==> config.mk <==
export PLATFORM = sky130hd
export DESIGN_NAME = pl_frame_sequencer
export DESIGN_NICKNAME = d
export VERILOG_FILES = /design/src/rtl/dvbs2_pkg.sv /design/src/rtl/pl_frame_sequencer_bit_repacker.sv /design/src/rtl/pl_frame_sequencer.sv
export SDC_FILE = /design/constraint.sdc
export NUM_CORES = 1
export LEC_CHECK = 0
export CAP_MARGIN = 10
export CORE_ASPECT_RATIO = 2
export CORE_UTILIZATION = 40
export DETAILED_ROUTE_END_ITERATION = 8
export DONT_BUFFER_PORTS = 1
export PLACE_DENSITY = 0.55
export SKIP_LAST_GASP = 1
export SYNTH_ARGS = -nofsm -noshare
export SYNTH_HDL_FRONTEND = slang
export SYNTH_SLANG_ARGS = --single-unit
==> constraint.sdc <==
create_clock -name clk -period 5.63 [get_ports clk]
set_input_delay 0.8445 -clock clk [delete_from_list [all_inputs] [get_ports clk]]
set_output_delay 0.8445 -clock clk [all_outputs]
set_load 0.01 [all_outputs]
==> src/rtl/dvbs2_pkg.sv <==
// Shared types and DVB-S2 framing constants for the PL-frame sequencer.
package dvbs2_pkg;

  typedef enum logic [1:0] {
    SYM_HDR   = 2'd0,
    SYM_DATA  = 2'd1,
    SYM_PILOT = 2'd2,
    SYM_IDLE  = 2'd3
  } sym_type_t;

  typedef enum logic [1:0] {
    ST_IDLE,
    ST_HDR,
    ST_DATA,
    ST_PILOT
  } seq_state_t;

  localparam int HDR_LEN_STD      = 90;
  localparam int SLOT_LEN_STD     = 90;
  localparam int PILOT_LEN_STD    = 36;
  localparam int PILOT_PERIOD_STD = 16;

  function automatic int max3(input int a, input int b, input int c);
    int m;
    m = a;
    if (b > m) m = b;
    if (c > m) m = c;
    return m;
  endfunction

endpackage

==> src/rtl/pl_frame_sequencer_bit_repacker.sv <==
// Byte-to-symbol bit accumulator: MSB-aligned two-byte buffer with fill count,
// input backpressure, symbol pop, frame flush and a sticky underflow flag.
module bit_repacker #(
  parameter int DATA_W   = 8,
  parameter int SYM_BITS = 3
) (
  input  logic                clk,
  input  logic                rst,
  input  logic [DATA_W-1:0]   s_data,
  input  logic                s_valid,
  output logic                s_ready,
  input  logic                pop_req,
  input  logic                flush,
  output logic [SYM_BITS-1:0] sym,
  output logic                underflow
);

  localparam int ACC_W  = 2 * DATA_W;
  localparam int FILL_W = $clog2(ACC_W + 1);
  localparam logic [FILL_W-1:0] FILL_BYTE = FILL_W'(DATA_W);
  localparam logic [FILL_W-1:0] FILL_SYM  = FILL_W'(SYM_BITS);

  logic [ACC_W-1:0]  acc, acc_n, base_acc;
  logic [FILL_W-1:0] fill, fill_n, base_fill;
  logic              avail, pop, accept;

  assign s_ready = !rst && (fill <= FILL_BYTE);
  assign avail   = (fill >= FILL_SYM);
  assign pop     = pop_req && avail;
  assign accept  = s_valid && s_ready;
  assign sym     = avail ? acc[ACC_W-1 -: SYM_BITS] : '0;

  // Flush or pop first, then append the accepted byte just below what remains.
  always_comb begin
    base_acc  = acc;
    base_fill = fill;
    if (flush) begin
      base_acc  = '0;
      base_fill = '0;
    end else if (pop) begin
      base_acc  = acc << SYM_BITS;
      base_fill = fill - FILL_SYM;
    end
    acc_n  = base_acc;
    fill_n = base_fill;
    if (accept) begin
      acc_n  = base_acc | ({s_data, {DATA_W{1'b0}}} >> base_fill);
      fill_n = base_fill + FILL_BYTE;
    end
  end

  always_ff @(posedge clk) begin
    if (rst) begin
      acc       <= '0;
      fill      <= '0;
      underflow <= 1'b0;
    end else begin
      acc  <= acc_n;
      fill <= fill_n;
      if (pop_req && !avail) underflow <= 1'b1;
    end
  end

endmodule

==> src/rtl/pl_frame_sequencer.sv <==
// DVB-S2 PL-frame symbol sequencer: PLHEADER, slotted payload, optional pilots.
// Define PILOT_INSERT_EN to build in pilot-block insertion.
module pl_frame_sequencer
  import dvbs2_pkg::*;
#(
  parameter int DATA_W       = 8,
  parameter int SYM_BITS     = 3,
  parameter int HDR_LEN      = HDR_LEN_STD,
  parameter int SLOT_LEN     = SLOT_LEN_STD,
  parameter int N_SLOTS      = 240,
  parameter int PILOT_LEN    = PILOT_LEN_STD,
  parameter int PILOT_PERIOD = PILOT_PERIOD_STD,
  parameter int CLK_DIV      = 32
) (
  input  logic                clk,
  input  logic                rst,
  input  logic [DATA_W-1:0]   s_data,
  input  logic                s_valid,
  output logic                s_ready,
  output logic [7:0]          hdr_idx,
  input  logic [SYM_BITS-1:0] hdr_sym,
  output logic [SYM_BITS-1:0] sym_out,
  output logic [1:0]          sym_type,
  output logic                sym_stb,
  output logic                frame_start,
  output logic                underflow
);

  localparam int BLK_MAX = max3(HDR_LEN, SLOT_LEN, PILOT_LEN);
  localparam int BLK_W   = (BLK_MAX > 1) ? $clog2(BLK_MAX) : 1;
  localparam int SLOT_W  = $clog2(N_SLOTS + 1);
  localparam int DIV_W   = $clog2(CLK_DIV);

  localparam logic [DIV_W-1:0]  DIV_LAST  = DIV_W'(CLK_DIV - 1);
  localparam logic [BLK_W-1:0]  HDR_LAST  = BLK_W'(HDR_LEN - 1);
  localparam logic [BLK_W-1:0]  SLOT_LAST = BLK_W'(SLOT_LEN - 1);
  localparam logic [SLOT_W-1:0] SLOTS_END = SLOT_W'(N_SLOTS);

`ifdef PILOT_INSERT_EN
  localparam int PER_W = (PILOT_PERIOD > 1) ? $clog2(PILOT_PERIOD) : 1;
  localparam logic [PER_W-1:0] PER_LAST   = PER_W'(PILOT_PERIOD - 1);
  localparam logic [BLK_W-1:0] PILOT_LAST = BLK_W'(PILOT_LEN - 1);
  logic [PER_W-1:0] per_cnt, per_cnt_n;
`endif

  seq_state_t          state, state_n;
  logic [BLK_W-1:0]    blk, blk_n;
  logic [SLOT_W-1:0]   slot_cnt, slot_n, slot_done;
  logic [DIV_W-1:0]    div;
  logic                tick, pop_req, flush, fs_n;
  logic [SYM_BITS-1:0] data_sym, sym_n;
  logic [7:0]          hdr_idx_n;
  sym_type_t           type_n;

  assign tick = (div == DIV_LAST);

  always_ff @(posedge clk) begin
    if (rst || tick) div <= '0;
    else             div <= div + 1'b1;
  end

  bit_repacker #(
    .DATA_W   (DATA_W),
    .SYM_BITS (SYM_BITS)
  ) u_repacker (
    .clk       (clk),
    .rst       (rst),
    .s_data    (s_data),
    .s_valid   (s_valid),
    .s_ready   (s_ready),
    .pop_req   (pop_req),
    .flush     (flush),
    .sym       (data_sym),
    .underflow (underflow)
  );

  // state_n/blk_n describe the symbol emitted on this strobe; slot_cnt holds
  // completed slots of the frame and survives pilot blocks.
  always_comb begin
    state_n   = state;
    blk_n     = blk;
    slot_n    = slot_cnt;
    slot_done = slot_cnt + 1'b1;
    flush     = 1'b0;
`ifdef PILOT_INSERT_EN
    per_cnt_n = per_cnt;
`endif
    if (tick) begin
      case (state)
        ST_IDLE: begin
          state_n = ST_HDR;
          blk_n   = '0;
        end
        ST_HDR: begin
          if (blk == HDR_LAST) begin
            state_n = ST_DATA;
            blk_n   = '0;
            slot_n  = '0;
`ifdef PILOT_INSERT_EN
            per_cnt_n = '0;
`endif
          end else begin
            blk_n = blk + 1'b1;
          end
        end
        ST_DATA: begin
          if (blk != SLOT_LAST) begin
            blk_n = blk + 1'b1;
          end else if (slot_done == SLOTS_END) begin
            state_n = ST_HDR;
            blk_n   = '0;
            slot_n  = '0;
            flush   = 1'b1;
`ifdef PILOT_INSERT_EN
          end else if (per_cnt == PER_LAST) begin
            state_n   = ST_PILOT;
            blk_n     = '0;
            slot_n    = slot_done;
            per_cnt_n = '0;
`endif
          end else begin
            blk_n  = '0;
            slot_n = slot_done;
`ifdef PILOT_INSERT_EN
            per_cnt_n = per_cnt + 1'b1;
`endif
          end
        end
`ifdef PILOT_INSERT_EN
        ST_PILOT: begin
          if (blk == PILOT_LAST) begin
            state_n = ST_DATA;
            blk_n   = '0;
          end else begin
            blk_n = blk + 1'b1;
          end
        end
`endif
        default: begin
          state_n = ST_IDLE;
          blk_n   = '0;
          slot_n  = '0;
        end
      endcase
    end
  end

  // Output values for the symbol selected above; only loaded on a strobe.
  always_comb begin
    type_n = SYM_IDLE;
    sym_n  = '0;
    case (state_n)
      ST_HDR:   begin type_n = SYM_HDR;  sym_n = hdr_sym;  end
      ST_DATA:  begin type_n = SYM_DATA; sym_n = data_sym; end
      ST_PILOT: type_n = SYM_PILOT;
      default:  type_n = SYM_IDLE;
    endcase
    pop_req   = tick && (state_n == ST_DATA);
    fs_n      = (state_n == ST_HDR) && (blk_n == '0);
    hdr_idx_n = ((state_n == ST_HDR) && (blk_n != HDR_LAST)) ? (8'(blk_n) + 8'd1) : 8'd0;
  end

  always_ff @(posedge clk) begin
    if (rst) begin
      state    <= ST_IDLE;
      blk      <= '0;
      slot_cnt <= '0;
`ifdef PILOT_INSERT_EN
      per_cnt  <= '0;
`endif
    end else begin
      state    <= state_n;
      blk      <= blk_n;
      slot_cnt <= slot_n;
`ifdef PILOT_INSERT_EN
      per_cnt  <= per_cnt_n;
`endif
    end
  end

  // hdr_idx leads the header symbol by one strobe so the external generator
  // has hdr_sym ready when the next header strobe samples it.
  always_ff @(posedge clk) begin
    if (rst) begin
      sym_out     <= '0;
      sym_type    <= SYM_IDLE;
      sym_stb     <= 1'b0;
      frame_start <= 1'b0;
      hdr_idx     <= '0;
    end else begin
      sym_stb     <= tick;
      frame_start <= tick && fs_n;
      if (tick) begin
        sym_out  <= sym_n;
        sym_type <= type_n;
        hdr_idx  <= hdr_idx_n;
      end
    end
  end

endmodule
; Word-level counts from Yosys, hierarchy flattened
; Index checks and enable logic that the tools add are counted.
[totals]
register_bits = 59
inputBits = 14
[op_classes]
n_bitwise = 2
n_mux = 27
add_sub_neg = 6
n_lt_le_gt_ge = 2
n_reduce_logical = 14
n_shift = 1
eq_ne = 12
[ops]
columns = operator, count
row1 = $mux 16, 3
row2 = $mux 8, 4
row3 = $pmux 8 s3, 1
row4 = $mux 7, 3
row5 = $or 16x16->16, 1
row6 = $shr 16x5->16, 1
row7 = $mux 5, 3
row8 = $ne 7x7->1 const B, 2
row9 = $pmux 7 s2, 1
row10 = $pmux 2 s3, 2
row11 = $add 7x1->8 const B, 1
row12 = $add 8x1->8 const B, 1
row13 = $eq 8x8->1 const B, 1
row14 = $logic_and 1x1->1, 8
row15 = $mux 2, 4
row16 = $add 7x1->7 const B, 1
row17 = $eq 7x7->1 const B, 1
row18 = $logic_not 7->1, 1
row19 = $eq 2x2->1 const B, 3
row20 = $pmux 3 s2, 1
row21 = $add 5x1->5 const B, 1
row22 = $add 5x4->5 const B, 1
row23 = $eq 5x5->1 const B, 1
row24 = $ge 5x2->1 const B, 1
row25 = 11 further kinds, 17

; Depth between registers and ports, before layout
[logic_depth]
word_depth = 14
depth_mapped = 18

; Cells and area by module
; From an unflattened synthesis, not the netlist that was laid out.
[hier_totals]
hier_cells = 450
area_unflattened_um2 = 3788.6
[by_module_without_submodules]
columns = mod, area_each_um2, cells_each, n_inst, seq_area_each_um2
row1 = pl_frame_sequencer, 2042.0, 233, 1, 740.7
row2 = bit_repacker, 1746.7, 217, 1, 440.4

; Worst setup path before layout
; No wires, ideal clock.
[synth_path]
path_kind = register to register
from = register slot_cnt[0]
to = register u_repacker.acc[8]
period_less_slack_ns = 3.795
t_required_ns = 5.501
setup_time_ns = 0.129
stages_incl_launch_ff = 17
arrival_time_ns = 3.666
setup_slack_ns = 1.835
cell_sequence = dfxtp_1 ha_1 nand3_2 or3_1 a2111oi_0 o21ai_0 a211oi_1 a21oi_1 ha_1 and2_2 o211ai_4 and2_1 buf_6 mux2i_1 nand3_2 a31oi_1 o22ai_1
[synth_via]
elab_chain_len = 14
elab_cells_between_ends = 20
classes_between = add/sub (1) / eq/ne (2) / shift (1) / mux (13) / bitwise (1) / reduce/logical (2)
[synth_rtl]
columns = item, line_no
row1 = from (decl), pl_frame_sequencer.sv:48  ; logic [SLOT_W-1:0] slot_cnt, slot_n, slot_done;
row2 = from (signal assigned), pl_frame_sequencer.sv:174  ; slot_cnt <= slot_n;
row3 = $add 8x1->8 *, pl_frame_sequencer.sv:83  ; slot_done = slot_cnt + 1'b1;
row4 = $eq 8x8->1 *, pl_frame_sequencer.sv:109  ; end else if (slot_done == SLOTS_END) begin
row5 = $mux 2, pl_frame_sequencer.sv:109
row6 = $mux 2, pl_frame_sequencer.sv:107  ; if (blk != SLOT_LAST) begin
row7 = $pmux 2 s3, pl_frame_sequencer.sv:89  ; case (state)
row8 = $mux 2, pl_frame_sequencer.sv:88  ; if (tick) begin
row9 = $eq 2x2->1, pl_frame_sequencer.sv:158  ; pop_req = tick && (state_n == ST_DATA);
row10 = $logic_and 1x1->1, pl_frame_sequencer.sv:158
row11 = $logic_and 1x1->1, pl_frame_sequencer_bit_repacker.sv:29  ; assign pop = pop_req && avail;
row12 = $mux 5, pl_frame_sequencer_bit_repacker.sv:40  ; end else if (pop) begin
row13 = $mux 5, pl_frame_sequencer_bit_repacker.sv:37  ; if (flush) begin
row14 = $shr 16x5->16, pl_frame_sequencer_bit_repacker.sv:47  ; acc_n = base_acc | ({s_data, {DATA_W{1'b0}}} >> base_fill);
row15 = $or 16x16->16, pl_frame_sequencer_bit_repacker.sv:47
row16 = $mux 16 *, pl_frame_sequencer_bit_repacker.sv:46  ; if (accept) begin
row17 = to (signal assigned), pl_frame_sequencer_bit_repacker.sv:58  ; acc <= acc_n;
row18 = to (decl), pl_frame_sequencer_bit_repacker.sv:23  ; logic [ACC_W-1:0] acc, acc_n, base_acc;
; Mark *: on every way between the ends. The rest lies on a longest branch, timed or not.
; A chain may end at the register's enable or synchronous reset.

; Final worst setup path
; Ends and elaborated chain as after synthesis.

==> results.sh <==
export IMPL_syn_area_mm2=0.00388
export IMPL_switchingPower_w=0.000227
export IMPL_grt_pass1_vias=3504
export IMPL_worst_slack_ps=1290
export IMPL_ios=31
export IMPL_clock_power_share_pct=52.8
export IMPL_hold_viol_final=0
export IMPL_crit_path_top_delay_cell="a2111oi_0"
export IMPL_detail_route_first_pass_iterations=4
export IMPL_leakage_nw=1.49
export IMPL_row_count=50
export IMPL_yosysTopAreaCellShare_pct=30.4
export IMPL_path_cells="ha_1 -> nand3_2 -> or3_1 -> a2111oi_0 -> o21ai_0 -> a211oi_1 -> a21oi_1 -> ha_1 -> and2_2 -> o211ai_4 -> and2_1 -> mux2i_1 -> nand3_2 -> a31oi_1 -> o22ai_1"
export IMPL_syn_num_nets=487
export IMPL_yosysUniqueCellTypes=86
export IMPL_postCtsHoldBufs=0
export IMPL_grt_pass1_wl_um=18700
export IMPL_arrival_ps=4530
export IMPL_drv_slew=0
export IMPL_nFillCells=957
export IMPL_fin_crit_ps=4340
export IMPL_core_area_mm2=0.00938
export IMPL_worstPathMaxFanout=8
export IMPL_skew_ps=7.28
export IMPL_comb_power_share_pct=5.3
export IMPL_async_reset_ff_share_pct=0
export IMPL_synth_edff_count=0
export IMPL_nNetsFinal=485
export IMPL_p_seq_share_pct=41.9
export IMPL_die_w_um=71.7
export IMPL_insertion_delay_ps=330
export IMPL_insertedDiodeCount=0
export IMPL_crit_family="compound AO/OA/AOI/OAI gates"
export IMPL_drc=0
export IMPL_dpl_instance_area_mm2=0.00391
export IMPL_ys_warnings_count=0
export IMPL_syn_avg_cell_area_um2=8.50
export IMPL_worstMarginPinSlew_ps=688
export IMPL_place_ws_ps=1320
export IMPL_place_inst=548
export IMPL_drive_gt1_share_pct=12.2
export IMPL_ant_nets=0
export IMPL_internal_power_w=0.000814
export IMPL_tritoncts="yes"
export IMPL_setup_violations=0
export IMPL_clock_root_buffer="clkbuf_16"
export IMPL_portBuffers=0
export IMPL_status="finished clean"
export IMPL_rsz0062_at_grt="no"
export IMPL_ys_seq_area_share_pct=30.4
export IMPL_stdcell_count=563
export IMPL_layout_commonest_cell="dfxtp_1"
export IMPL_vias_per_cell=6.26
export IMPL_routed_wl_um=11700
export IMPL_grt_max_degree=41
export IMPL_ctsResizeCount=0
export IMPL_required_ps=5820
export IMPL_synth_largest_area_cell="dfxtp_1"
export IMPL_p_sw_share_pct=21.8
export IMPL_gp_congestion=1.05
export IMPL_start_util_pct=41.4
export IMPL_netlist_instances=457
export IMPL_vdd_drop_max_v=0.000176
export IMPL_hold_path_class="flop to flop"
export IMPL_worst_setup_path_start_kind="flop"
export IMPL_endpoint_kind="flop"
export IMPL_setup_tns_ps=0
export IMPL_track_usage_pct=24.4
export IMPL_cts_buffers_inserted=9
export IMPL_cts_buffer_depth=2
export IMPL_die_area_mm2=0.0101
export IMPL_avgRoutedWirePerCell_um=20.7
export IMPL_clk_transition_reported_paths_ps=50
export IMPL_slowest_delay_ps=500
export IMPL_synth_main_ff_cell="dfxtp_1"
export IMPL_drv_cap=0
export IMPL_drt_iter0_drc=191
export IMPL_relSlewSlack_pct=54.1
export IMPL_synth_area_leaders="dfxtp_1, ha_1, nor2_1"
export IMPL_area_delta_synth_final_pct=8.12
export IMPL_ys_seq_elements=59
export IMPL_die_y_um=141
export IMPL_final_cell_area_mm2=0.00420
export IMPL_final_cell_mix="dfxtp_1, nor2_1, nand2_1"
export IMPL_period_share_pct=77.1
export IMPL_timing_fmax_mhz=230
export IMPL_htree_levels=3
export IMPL_numClockSinks=59
export IMPL_antenna_found_initial=0
export IMPL_critical_path_class="flop to flop"
export IMPL_overflow=0
export IMPL_cp_num_buf_inv=0
export IMPL_num_vias=3524
export IMPL_power_density_mw_per_mm2=248
export IMPL_cts_setup_buffers=0
export IMPL_dp_hpwl_um=8950
==> power by group through the flow <==
stage | sequential (W) | clock (W) | combinational, W
after floorplan | 0.000442 | 0 | 0.0000473
after global placement | 0.000444 | 0 | 0.0000545
after detailed placement | 0.000445 | 0 | 0.0000551
after CTS | 0.000436 | 0.000560 | 0.0000554
after global routing | 0.000437 | 0.000581 | 0.0000612
final | 0.000436 | 0.000550 | 0.0000554
==> cells in the mapped netlist, drive strengths merged (3+ instances only) <==
master	n
a31oi	7
or2	4
o21a	3
nand2	48
mux2i	13
a32oi	7
o21ai	31
a21oi	31
nand3	17
o21bai	3
nand4	3
and3	4
inv	20
nor2b	3
nor2	47
o211ai	8
a2111oi	3
clkbuf	9
xor2	4
o31ai	3
and2	10
a211oi	6
o32ai	5
nor4	9
or3	6
buf	7
a21o	5
ha	16
xnor2	6
a221oi	3
o22ai	4
nor3	13
mux2	4
nand2b	4
dfxtp	59
==> final cells by class <==
cell class	instances	area [um2]	share of cell area [%]
Tap cell	104	130	3.10
Clock buffer	13	260	6.20
Timing Repair Buffer	3	22.5	0.536
Inverter	20	75.1	1.79
Multi-Input combinational cell	362	2500	59.4
Sequential cell	59	1180	28.1
Clock inverter	2	35.0	0.834
==> cells by family after synthesis <==
logic type,count (synthesis),synth area share [%]
AND/OR/NAND/NOR,178,24.9
XOR/XNOR,10,2.25
buffers and inverters,36,5.35
AO/OA/AOI/OAI,141,27.5
multiplexers,17,4.51
adder cells (fa/ha/maj),16,5.15
flip-flops,59,30.4
==> per-stage QoR <==
| step | hold WS, ps | total power, W | utilization [%] |
|---|---|---|---|
| finish | 459 | 0.00104 | 44.8 |
| global route | 475 | 0.00108 | 44.8 |
| CTS | 459 | 0.00105 | 44.8 |
| detailed placement | 451 | 0.000500 | 41.6 |
| global placement | 449 | 0.000499 | 41.6 |
| floorplan | 425 | 0.000489 | - |
==> state kept, by name, summed over array words and instances, names as in the netlist, 2 cells and up <==
| name | count |
|---|---|
| state | 2 |
| sym_out | 3 |
| div | 5 |
| u_repacker.fill | 5 |
| sym_type | 2 |
| hdr_idx | 8 |
| slot_cnt | 8 |
| u_repacker.acc | 16 |
| blk | 7 |
==> final timing paths <==
path	from	end	slack (ps)	cells after the start
max reg2reg	slot_cnt[0]	u_repacker.acc[8]	1290	15
max	slot_cnt[0]	u_repacker.acc[8]	1290	15
min	div[0]	div[0]	460	1
min reg2reg	div[0]	div[0]	460	1
==> layer usage <==
layer | track usage [%] | up-vias | routed length (um)
met5 | 0 | - | 0
met4 | 14.1 | 0 | 593
met3 | 5.33 | 38 | 392
met2 | 47.7 | 92 | 6670
met1 | 22.1 | 1687 | 4010
li1 | - | 1707 | -
Power figures use the tool's default switching activity.
==> patch: new RTL, same settings <==
Encoding of `seq_state_t`: now Gray code (2 bits for 4 states).
--- a/src/rtl/dvbs2_pkg.sv
+++ b/src/rtl/dvbs2_pkg.sv
@@ -9,10 +9,10 @@
   } sym_type_t;
 
   typedef enum logic [1:0] {
-    ST_IDLE,
-    ST_HDR,
-    ST_DATA,
-    ST_PILOT
+    ST_IDLE  = 2'b00,
+    ST_HDR   = 2'b01,
+    ST_DATA  = 2'b11,
+    ST_PILOT = 2'b10
   } seq_state_t;
 
   localparam int HDR_LEN_STD      = 90;
Formal check against the unedited RTL: no difference found for any inputs over 10 cycles, from zero or initial values and one cycle with rst high; not proved beyond that.
==> patch against the original RTL <==
- setup slack improved by 0.15 ns
- power decreased by 0.31%
- wire length decreased by 16%
- synthesized area decreased by 9.9%
- utilization increased by 0.60 points
- cell area decreased by 7.9%
- sequential cell count unchanged
- critical path type unchanged
==> patch: results (changes against the original RTL) <==
* Status: finished, final reports clean
* Cell variety after synth at 69 (-20%)
* Cell Area, Placed at 3565 sq um (-8.7%)
* Worst setup slack after layout at 1.439 ns (+0.1474 ns)
* Crit-path max cell delay at 0.70 ns (+0.20 ns)
* Synth top area cells: dfxtp_1 (34%), nor2_1 (6.0%), nand2_1 (5.0%), a21oi_1 (4.3%), ha_1 (4.3%)
* Finished Layout Cells at 540 (-4.1%)
* Synth Area in Compound Gates at 0.2549 (-0.01980)
* Synthesized-area fraction occupied by adder cells at 0.04290 (-0.008627)
* Largest net degree at the start of global routing at 40 (-2.4%)
* Detailed Place HPWL at 7508 um (-16%)
* Mux contribution to synthesized area at 0.03182 (-0.01327)
* Layout cells sized above 1 at 0.08636 (-0.03564)
* CP max FO at 20 (+12)
* Cell count after synthesis at 439 (-3.9%)
* First-pass GRT wire length at 16040 um (-14%)
* Synth Area in XOR/XNOR at 0.03003 (+0.007488)
* Crit-path slowest cell: nor2_1
* R2R cell count at 14 (-1)
* Reg-to-Reg Start: div[0]
* Synth top cells by count: dfxtp_1 (59), nor2_1 (56), nand2_1 (47)
* GRT Resource Usage Total at 0.2357 (-0.008684)
* DR iter-0 viols at 149 (-22%)
* Worst IR Drop VDD at 0.0001556 V (-12%)
* Syn_nets at 465 (-4.5%)
* Setup WS pre-CTS at 1.489 ns (+0.1668 ns)
-- patch: final cells by class --
cell class	count	area (sq um)	area share
Multi-Input combinational cell	346	2172	0.5614
Sequential cell	59	1181	0.3053
Clock buffer	10	239.0	0.06177
Tap cell	100	125.1	0.03234
Clock inverter	6	65.06	0.01682
Inverter	15	56.30	0.01455
Timing Repair Buffer	4	30.03	0.007762
-- patch: kinds of logic after synthesis --
kind of cell	after synthesis
xor+xnor	12
flops	59
mux	11
simple gates	182
compound gates	129
buf+inv	34
fa+ha+maj	12
-- patch: power by group --
part	internal (W)	total [W]	switching [W]
sequential	0.000427	0.000434	0.00000680
clock	0.000354	0.000552	0.000198
combinational	0.0000196	0.0000520	0.0000324
-- patch: per-layer routing --
metal  wire length (um)  GRT usage
met1               3438     0.2137
met2               5420     0.4297
met4                566     0.1667
met3                423    0.05102
met5                  0          0
